==> src/rtl/sb_credit_tracker.sv <==
// Multi-channel saturating credit tracker for the sideband RDI credit loop.
// Optional low-watermark output enabled by defining SB_CRD_LOW_WM_EN.
module sb_credit_tracker #(
    parameter  int NUM_CH   = 2,
    parameter  int INIT_CRD = 32,
    parameter  int MAX_CRD  = 32,
    parameter  int LOW_WM   = 4,
    localparam int CNT_W    = $clog2(MAX_CRD + 1)
) (
    input  logic                    i_clk,
    input  logic                    i_rst_n,
    input  logic                    i_crd_reinit,
    input  logic [NUM_CH-1:0]       i_crd_rtn,
    input  logic [NUM_CH-1:0]       i_vld,
    input  logic                    i_err_clr,
    output logic [NUM_CH*CNT_W-1:0] o_crd_cnt,
    output logic [NUM_CH-1:0]       o_no_crd,
    output logic [NUM_CH-1:0]       o_ovf_err,
    output logic [NUM_CH-1:0]       o_unf_err
`ifdef SB_CRD_LOW_WM_EN
    ,
    output logic [NUM_CH-1:0]       o_low_wm
`endif
);

    localparam logic [CNT_W-1:0] INIT_V = CNT_W'(INIT_CRD);
    localparam logic [CNT_W-1:0] MAX_V  = CNT_W'(MAX_CRD);

    // Elaboration-time sanity checks; they generate no hardware.
    if (NUM_CH < 1) begin : g_bad_num_ch
        $error("sb_credit_tracker: NUM_CH must be at least 1");
    end
    if (INIT_CRD < 1 || INIT_CRD > MAX_CRD) begin : g_bad_init
        $error("sb_credit_tracker: INIT_CRD must be within 1..MAX_CRD");
    end
    if (LOW_WM < 0) begin : g_bad_low_wm
        $error("sb_credit_tracker: LOW_WM must not be negative");
    end

    for (genvar ch = 0; ch < NUM_CH; ch++) begin : g_ch
        logic [CNT_W-1:0] cnt;
        logic [CNT_W-1:0] cnt_nxt;
        logic             vld_q;
        logic             ovf;
        logic             unf;
        logic             rise;
        logic             rtn;
        logic             take;
        logic             at_max;
        logic             ovf_evt;
        logic             unf_evt;

        assign rise    = i_vld[ch] & ~vld_q;
        assign rtn     = i_crd_rtn[ch];
        // A same-cycle return funds the consume, so an empty counter can still take.
        assign take    = rise & ((cnt != '0) | rtn);
        assign at_max  = (cnt == MAX_V);
        assign ovf_evt = rtn & ~take & at_max;
        assign unf_evt = rise & ~take;

        always_comb begin
            cnt_nxt = cnt;
            if (rtn && !take && !at_max) begin
                cnt_nxt = cnt + 1'b1;
            end else if (take && !rtn) begin
                cnt_nxt = cnt - 1'b1;
            end
        end

        always_ff @(posedge i_clk) begin
            if (!i_rst_n) begin
                cnt   <= INIT_V;
                vld_q <= 1'b0;
                ovf   <= 1'b0;
                unf   <= 1'b0;
            end else begin
                vld_q <= i_vld[ch];
                cnt   <= i_crd_reinit ? INIT_V : cnt_nxt;
                // Re-init drops events but keeps errors; a new error beats a clear.
                ovf   <= (ovf & ~i_err_clr) | (ovf_evt & ~i_crd_reinit);
                unf   <= (unf & ~i_err_clr) | (unf_evt & ~i_crd_reinit);
            end
        end

        assign o_crd_cnt[ch*CNT_W +: CNT_W] = cnt;
        assign o_no_crd[ch]                 = (cnt == '0);
        assign o_ovf_err[ch]                = ovf;
        assign o_unf_err[ch]                = unf;

`ifdef SB_CRD_LOW_WM_EN
        localparam int LOW_C = (LOW_WM > MAX_CRD) ? MAX_CRD : LOW_WM;
        localparam logic [CNT_W-1:0] LOW_V = CNT_W'(LOW_C);
        assign o_low_wm[ch] = (cnt <= LOW_V);
`endif
    end

endmodule

==> config.mk <==
export PLATFORM = sky130hd
export DESIGN_NAME = sb_credit_tracker
export DESIGN_NICKNAME = d
export VERILOG_FILES = /design/src/rtl/sb_credit_tracker.sv
export SDC_FILE = /design/constraint.sdc
export NUM_CORES = 1
export LEC_CHECK = 0
export ABC_AREA = 1
export BUFFER_PORTS_ARGS = -buffer_cell sky130_fd_sc_hd__buf_2
export CAP_MARGIN = 5
export CORE_MARGIN = 2
export CORE_UTILIZATION = 47
export CTS_CLUSTER_SIZE = 14
export DETAILED_ROUTE_END_ITERATION = 16
export PLACE_DENSITY = 0.77
export SLEW_MARGIN = 10
export SYNTH_ARGS = -nofsm -noshare
export SYNTH_HDL_FRONTEND = slang
export SYNTH_SLANG_ARGS = --single-unit
==> constraint.sdc <==
create_clock -name i_clk -period 2.5 [get_ports i_clk]
set_input_delay 0 -clock i_clk [delete_from_list [all_inputs] [get_ports i_clk]]
set_output_delay 0 -clock i_clk [all_outputs]
set_load 0.02 [all_outputs]
== After elaboration in Yosys (flattened, before gate mapping) ==
Cells that the tools add are included.

* Eq/ne operators: 2
* Add/sub/neg operators: 4
* Reduce and logical (&&, ||, !) cells: 19
* Multiply operators: 0
* Shifts and indexed selects: 0
* Divide/modulo/power cells: 0
* Magnitude comparators: 0
* Bitwise operators: 31
* Mux-type cells: 4

{| class="wikitable"
|+ Operator list
! kind !! number
|-
| $mux W6 || 4
|-
| $and A1 B1 Y1 || 18
|-
| $add A6 B1 Y6 const B || 2
|-
| $eq A6 B6 Y1 const B || 2
|-
| $logic_not A6 Y1 || 2
|-
| $reduce_bool A6 Y1 || 2
|-
| $sub A6 B1 Y6 const B || 2
|-
| $not A1 Y1 || 7
|-
| $logic_and A1 B1 Y1 || 6
|-
| $logic_not A1 Y1 || 6
|-
| $or A1 B1 Y1 || 6
|-
| $reduce_bool A2 Y1 || 2
|-
| $reduce_or A2 Y1 || 1
|}

* Output and inout port bits: 18
* Word-level logic and storage cells: 68
* Bits in latches: 0
* Bits in registers: 18
* Memories kept: 0
* Bits in read-only memories: 0
* RAM bits: 0

== Longest topological paths before layout ==
Gate-level depths: netlist (run 1).

* Depth after elaboration: 8
* Gate-level depth with buffers: 14
* Mapped depth without buffers: 14

== Worst setup path after synthesis (run 1) ==
No wires, ideal clock.

* Kind: register -> register
* Start point: register g_ch[1].cnt[5]
* End point: register g_ch[1].cnt[4]
* Stages on the path, launching flop included: 11
* Library setup time: 0.070 ns
* Clock period less this slack: 1.855 ns
* Data arrival time: 1.785 ns
* Slack: 0.645 ns
* Data required time: 2.430 ns
* Path through: dfxtp_1 inv_1 nor2_1 nand3_2 nand2_4 inv_1 fa_1 o21ai_0 a21oi_1 xor2_1 a21oi_1

* Longest elaborated chain between the ends: 7

{| class="wikitable"
|+ RTL lines
! item !! line !! source
|-
| start: declaration || 41 || <nowiki>logic [CNT_W-1:0] cnt;</nowiki>
|-
| start signal: assignment || 78 || <nowiki>cnt <= i_crd_reinit ? INIT_V : cnt_nxt;</nowiki>
|-
| $reduce_bool A6 Y1 || 56 || <nowiki>assign take = rise & ((cnt != '0) | rtn);</nowiki>
|-
| $or A1 B1 Y1 || 56 ||
|-
| $and A1 B1 Y1 || 56 ||
|-
| $logic_not A1 Y1 || 63 || <nowiki>if (rtn && !take && !at_max) begin</nowiki>
|-
| $logic_and A1 B1 Y1 (2 in series) || 63 ||
|-
| $mux W6 / $reduce_bool A2 Y1 (equally long branches) || -- ||
|}

Parallel ways exist; a longest one is shown, timed or not.
A chain may end at the register's enable or synchronous reset.

== Final worst setup path (run 1) ==
Same ends and word-level chain as after synthesis.

==> reports/results.txt, run 1 <==
The pin slew with the least headroom to its limit was 280.1 ps. The analysis attributes to cell leakage a power of 0.0007786 uW. Among cell families on the critical path, the largest total delay comes from adder cells.

In the final design database the tool counted 213 nets. Number of enable-type register cells in the synthesized netlist: 0. The logs give 541.3 ps for the pre-CTS setup slack and 0 for the number of nets still failing antenna checks after routing.

The total design power is 814.1 uW. Traced cell by cell, the critical path runs through inv_1 -> nor2_1 -> nand3_2 -> nand2_4 -> inv_1 -> fa_1 -> o21ai_0 -> a21oi_1 -> xor2_1 -> a21oi_1. The first global-routing pass estimated 4588 um of wire.

The highest layer touched by signal routing is met4. The run gives 300 ps as the latest clock arrival within the worst-skew pair. The prevailing post-synth register cell was dfxtp_1. The share of synthesized cell area in and, or, nand and nor gates works out to 0.2749. The class of the tightest hold or removal check was input port to flop. Across all hold checks on the routed design, the worst slack comes to 25.80 ps. Across the VDD grid, the largest voltage drop is 0.3359 mV. The core outline area is 2500 um^2. The run gives 3102 um^2 as the die area.

The fill cell total of the finished layout was 224. Wire segments on met3 add up to 152 um in the final route. The cell count after synthesis came out at 163. After synthesis, the largest family of logic cells by area is simple AND/OR/NAND/NOR gates. The max-slew violation count was 0. The overall die height works out to 55.70 um.

In the post-synthesis netlist, the biggest area contributors are dfxtp_1 29%, ha_1 9.0%, nand2_1 7.8%. The critical path capture point type is a flop. The met2 wire length was 1238 um; the global-route usage over all layers was 0.1838.

Mean instance size in the synthesized netlist: 7.707 um^2. The number of maximum-capacitance violations was 0; the count of input and output buffers was 25. The buffers plus inverters on the worst setup path is 2, and the peak fanout along the critical path is 8. The final routed DRC violation total is 0, and the number of post-CTS setup repair buffers is 0.

The sequential fraction of the synthesis area came out at 0.2869. After clock tree synthesis, the clock-pin slew on the worst setup and hold paths is 100 ps. The flow ran to the end, and the final reports show no timing, DRC or antenna violations. Achievable clock frequency: 501.9 MHz. Dividing the detail-routed via count by the number of cells gives 5.063. The synthesized-area fraction occupied by xor and xnor cells came out at 0.04183. The synthesized-area fraction occupied by adder cells was 0.1215; the width of the die was 55.70 um. The hold violation total from the final report was 0; the post-synthesis instance area was 1256 um^2. The number of clock buffers added by TritonCTS is 3.

The slowest stage of the critical path belongs to the cell fa_1. For the total of endpoints with negative setup slack in the final report, the log shows 0. Summed over all instances, the cell type with the most area after synthesis is dfxtp_1. Delay of the slowest cell on the worst path: 420 ps. Detailed routing inserted a total of 1129 vias. The tools report the via count of the first global-routing pass as 1102. The run gives 0 as the number of synthesis warnings.

After detailed routing, the wire length on met1 is 1167 um. The run gives 507.5 ps as the setup slack of the critical path after layout. The routed length per placed instance was 11.52 um; the post-synthesis compound-gate area fraction was 0.1414. Wire length reported by the detailed router: 2568 um. The area added between synthesis and finish was 16.14%. The worst slew slack as a fraction of its limit was 0.8126; the flip-flop and latch count after synthesis was 18. In this run the deepest clock path goes through 2 buffers.

Share of layout cells above drive strength 1: 0.2746. The number of different library cells in the post-synthesis netlist was 30. The tools report the global route total overflow as 0. The first detailed-routing pass ran for 4 iterations. The tools report the iteration-0 DRC count of the detailed router as 17.

For the worst setup path, the data required time is 2700 ps. Clock period minus worst slack: 1992 ps. The most common library cell in the layout ignoring fill and taps is nand2_1. The initial cell density of the core came out at 0.5025. On the final layout, the worst clock skew is 3.284 ps. Setup repair after global routing left no endpoint under its margin. The multiplexer fraction of the synthesized cell area is 0.

The tree is rooted in a clkbuf_4. The portion of synthesized cell area occupied by the leading cell type is 0.2869. The number of antenna violations at the first check in global routing was 0.

The library cells used most frequently in the layout, excluding fill and tap cells, are 26 x nand2_1, 25 x buf_2, 21 x inv_1. The floorplan has 18 rows. Adding up every negative setup slack in the final design gives 0 ps. At the worst endpoint, the arrival time is 2190 ps. Summed over all nets, the half-perimeter wirelength after detailed placement is 1914 um.

The part of the cycle the worst path needs is 0.7970. 0 antenna diodes ended up in the layout. The type of the worst setup path was flop to flop. Counting every net in the synthesized netlist gives 182.

The share of synthesized registers carrying an async set or reset came out at 0. For the count of boundary I/O pins, the log shows 26. The power density over the cells is 558.0 nW/um^2, and the final weighted congestion in routability-driven placement is 0.8740. For this design, the sink count on the clock tree is 18. Entering global routing, the biggest net connects 16 pins. The worst setup path is launched from a flop. For the number of H-tree levels, the log shows 1.

TritonCTS built the clock tree.
==> where the power goes <==
part	total (uW)	switching, uW	internal (uW)
sequential	326	21.1	304
combinational	309	192	117
clock	180	91.0	88.8
total	814	304	510
==> layout make-up <==
cell class | instances | area [um^2] | share of cell area
Multi-Input combinational cell | 115 | 728.2 | 0.4991
Sequential cell | 18 | 360.3 | 0.2470
Timing Repair Buffer | 33 | 205.2 | 0.1407
Inverter | 23 | 91.34 | 0.06261
Tap cell | 30 | 37.54 | 0.02573
Clock buffer | 4 | 36.28 | 0.02487
==> cell families after synthesis <==
kind of cell,count (synthesis)
and+or+nand+nor,71
xor gates and xnor gates,6
AOI/OAI and AO/OA,27
buffers and inverters,30
adders and majority gates,11
DFF,18
==> worst reg2reg max path: stages, from the launching register on <==
cell and delay, ps:
dfxtp_1 390, inv_1 70, nor2_1 130, nand3_2 110, nand2_4 130, inv_1 100
fa_1 420, o21ai_0 210, a21oi_1 100, xor2_1 150, a21oi_1 80
==> synthesized netlist by cell type, types with 2 or more instances <==
library cell,count
nand2_1,26
inv_1,21
dfxtp_1,18
nand3_1,16
nor2_1,13
a21oi_1,10
ha_1,9
o21ai_2,6
buf_4,4
nor2_2,4
o21ai_0,4
xor2_1,4
a21oi_2,3
nand2_2,3
nand4_1,3
fa_1,2
nand2_4,2
o21ai_1,2
xnor2_1,2
==> through the flow <==
stage                     std cells    util  area (um^2)
after floorplan                 163       -         1256
after global placement          211  0.5370         1343
after global routing            223  0.5836         1459
final                           223  0.5836         1459
after CTS                       223  0.5836         1459
after detailed placement        211  0.5370         1343
==> layer usage <==
layer,up-vias,track usage
met5,-,0
met4,0,0.05226
met3,2,0.05116
met2,28,0.3129
met1,511,0.2256
li1,588,-
==> sequential cells by signal (all words and copies together), names as in the netlist <==
signal and count:
g_ch.unf 2, g_ch.cnt 12, g_ch.vld_q 2, g_ch.ovf 2
==> final timing paths <==
kind	start	endpoint	slack [ps]	cells past startpoint
setup reg to reg	g_ch[1].cnt[5]	g_ch[1].cnt[4]	510	10
setup / recovery	g_ch[1].cnt[5]	g_ch[1].cnt[4]	510	10
hold reg to reg	g_ch[0].unf	g_ch[0].unf	480	2
hold / removal	i_rst_n	g_ch[0].unf	30	3
==> repair_timing <==
action	4_1_cts	5_1_grt
hold endpoints to repair	6	0
resized for setup	0	0
hold buffers	8	0
Note: power is estimated with default switching activity, not from simulation.
==> inputs of run 2 (changes only) <==
- clock period: 2.5 -> 2.1 ns (I/O delays scaled with it)
==> reports/results.txt, run 2 (synthesis gave the netlist of run 1 again) <==
The logs give 0.1837 (about the same) for the global-route usage over all layers and 2636 um (+2.6%) for the wire length reported by the detailed router. For the global-route wire length before repair, the log shows 4595 um (+0.15%). Among all stages on the critical path, the largest delay is contributed by fa_1. The routed length per placed instance was 11.82 um (+2.6%).

The run gives 16 (unchanged) as the maximum number of pins on one net before global-route repair. The run gives 2340 ps (-360 ps) as the data required time at the worst endpoint. The pin slew with the least headroom to its limit is 289.4 ps (+9.322 ps), and the number of nets still failing antenna checks after routing is 0 (unchanged). For the hold violation total from the final report, the log shows 0 (unchanged). The power density over the cells works out to 670.2 nW/um^2 (+20%). The via density per instance works out to 5.072 (+0.18%). The hold-critical path depth is 3 (unchanged), and the depth of the worst register-to-register path is 10 (unchanged). The terminating pin of the worst hold path was g_ch[0].unf. The number of antenna cells inserted is 0 (unchanged), and the final weighted congestion in routability-driven placement is 0.8747 (about the same). Peak fanout along the critical path: 8 (unchanged). For the switching power summed over all nets, the log shows 375.1 uW (+23%). Clock buffer count from CTS: 3 (unchanged). The total routed wire length on the met1 layer is 1187 um (+1.7%), and the register share of total power is 0.395 (-0.005). The library cell used most frequently in the layout, excluding fill and tap cells, is nand2_1. The area added between synthesis and finish works out to 16.83%. The total of endpoints with negative setup slack in the final report is 0 (unchanged), and the count of boundary I/O pins is 26 (unchanged). In this run the most critical hold path is launched from i_rst_n. The part of the cycle the worst path needs is 0.9221 (+0.1251), and the leakage component of the power is 0.0007873 uW (+1.1%). The clock sink count came out at 18 (unchanged).

The number of maximum-capacitance violations was 0 (unchanged); the achievable clock frequency was 516.4 MHz (+2.9%). The worst clock skew was 1.504 ps (-1.780 ps); the fill cell total of the finished layout was 226 (+0.89%). Buffer depth of the longest clock path: 2 (unchanged).

Arrival time of data at the critical path endpoint: 2180 ps (about the same). The logs give 25 (+8) for the iteration-0 DRC count of the detailed router and 0 (unchanged) for the number of post-CTS setup repair buffers. The core outline area is 2500 um^2 (unchanged), and the post-route setup TNS is 0 ps (unchanged). The cell family with the largest share of critical-path delay is adder cells. The critical path depth came out at 10 (unchanged).

The run gives 0 (unchanged) as the max-slew violation count. The run gives 152 um (unchanged) as the routed wire length on met3. Count of placed standard cells in the final layout, fillers left out: 223 (unchanged). More flip-flops sit in one register than any other, and that register is g_ch.cnt.

Critical path capture point type: a flop. In the layout the commonest cells are 26 x nand2_1, 25 x buf_2, 21 x inv_1. For the first-pass detailed-route iteration total, the log shows 4 (unchanged).

The worst-case register-to-register setup slack was 160 ps (-340 ps); the share of layout cells above drive strength 1 was 0.2850 (+0.01036). The floorplan row count was 18 (unchanged); the initial cell density of the core was 0.5025 (unchanged). The die area came out at 3102 um^2 (unchanged). TritonCTS built the clock tree. The highest metal layer carrying signal wires in the routed design is met4. The clock period minus worst slack is 1936 ps (-56.15 ps), and the global route total overflow is 0 (unchanged). The number of flip-flops under the largest register name is 12 (unchanged).

The cell sitting at the root of the clock tree is a clkbuf_4. The width of the die works out to 55.70 um (unchanged). The tools report the capturing point of the worst reg2reg path as g_ch[1].cnt[4]. The count of input and output buffers is 25 (unchanged), and the clock group share of total power is 0.225 (+0.004). The clock transition at the register clock pins on the worst setup and hold paths after CTS works out to 110 ps (about the same). In this run the worst hold path is classified as input port to flop. The met2 wire length came out at 1225 um (-1.1%).

The signal on the critical path passes through inv_1 -> nor2_1 -> nand3_2 -> nand2_4 -> inv_1 -> fa_1 -> o21ai_1 -> a21oi_1 -> xor2_1 -> a21oi_1. The logs give 0.8064 (-0.006236) for the worst slew slack as a fraction of its limit and 608.5 uW (+19%) for the internal power component. The logs give 1131 (+0.18%) for the via count of the routed design and 0 (unchanged) for the final routed DRC violation total. The tools report the count of placed standard cells including taps as 211 (unchanged). The flow ran to the end, and the final reports show no timing, DRC or antenna violations.

The final-stage net count was 213 (unchanged). Delay of the slowest cell on the worst path: 420 ps (about the same). Beginning of the worst register-to-register path: g_ch[1].cnt[5]. The overall die height is 55.70 um (unchanged). The run gives 1 (unchanged) as the number of H-tree levels.

The run gives 1091 (-1.0%) as the via count of the first global-routing pass. The peak ir drop on the vdd network was 0.5309 mV (+58%). The run gives 0.380 (about the same) as the logic gate share of total power. The net switching fraction of the power works out to 0.3813 (+0.007473). Setup repair after global routing left no endpoint under its margin. The number of antenna violations at the first check in global routing is 0 (unchanged). For the latest clock arrival within the worst-skew pair, the log shows 300 ps (about the same).

The worst setup path is launched from a flop. The detailed placer's ending HPWL is 1872 um (-2.2%). By startpoint and endpoint, the worst setup path is classified as flop to flop. The buffers plus inverters on the worst setup path is 2 (unchanged).
## run 2: cell types whose count changed in the layout (fill, tap and decap cells not counted)
cell     before  now
o21ai_0       4    3
nor2_1       13   12
nand2_2       3    2
o21ai_1       2    3
dfxtp_1      18   17
nand2_4       2    3
dfxtp_2       0    1
nor2_2        4    5
## run 2: how the worst max path moves through the flow
stage,start,endpoint,slack [ps]
4_1_cts,g_ch[1].cnt[0],g_ch[1].cnt[4],130
6_report,g_ch[1].cnt[5],g_ch[1].cnt[4],160
2_1_floorplan,g_ch[1].cnt[5],g_ch[1].cnt[4],250
3_3_place_gp,g_ch[1].cnt[0],g_ch[1].cnt[4],190
3_5_place_dp,g_ch[1].cnt[0],g_ch[1].cnt[4],170
5_1_grt,g_ch[0].cnt[2],g_ch[0].cnt[5],3
## run 2: worst reg2reg max path, stage by stage (launching register included)
cell	delay (ps)
dfxtp_1	380
inv_1	70
nor2_1	130
nand3_2	110
nand2_4	140
inv_1	90
fa_1	420
o21ai_1	180
a21oi_1	100
xor2_1	140
a21oi_1	120
## run 2: metal layers
layer,vias to the layer above,GRT usage
met3,8,0.04884
met5,-,0
met2,34,0.2993
met4,0,0.08014
met1,500,0.2267
li1,589,-
## run 2: metrics by stage
step	instance area (um^2)	hold slack [ps]	utilization	power, uW	setup WS [ps]
2_1_floorplan	1256	93.45	-	692.5	245.3
3_3_place_gp	1343	198.7	0.5370	737.3	189.5
3_5_place_dp	1343	200.0	0.5370	749.2	170.0
4_1_cts	1459	17.12	0.5836	984.6	129.4
5_1_grt	1468	25.69	0.5871	1053	2.627
6_report	1468	21.83	0.5871	983.6	163.7
## run 2: layout make-up
class,count,area [um^2],area share
Multi-Input combinational cell,115,735.7,0.5013
Sequential cell,18,361.6,0.2464
Timing Repair Buffer,33,205.2,0.1398
Inverter,23,91.34,0.06223
Tap cell,30,37.54,0.02558
Clock buffer,4,36.28,0.02472
## run 2: power groups by stage
stage	registers, uW	logic, uW	clock network [uW]
6_report	388	374	221
5_1_grt	393	419	241
4_1_cts	388	367	230
3_5_place_dp	396	353	0
3_3_place_gp	394	343	0
2_1_floorplan	412	281	0
## run 2: what timing repair did
item | 4_1_cts | 5_1_grt
resized for setup | 0 | 4
hold buffers | 8 | 0
setup endpoints to repair | 0 | 2
hold endpoints to repair | 6 | 0
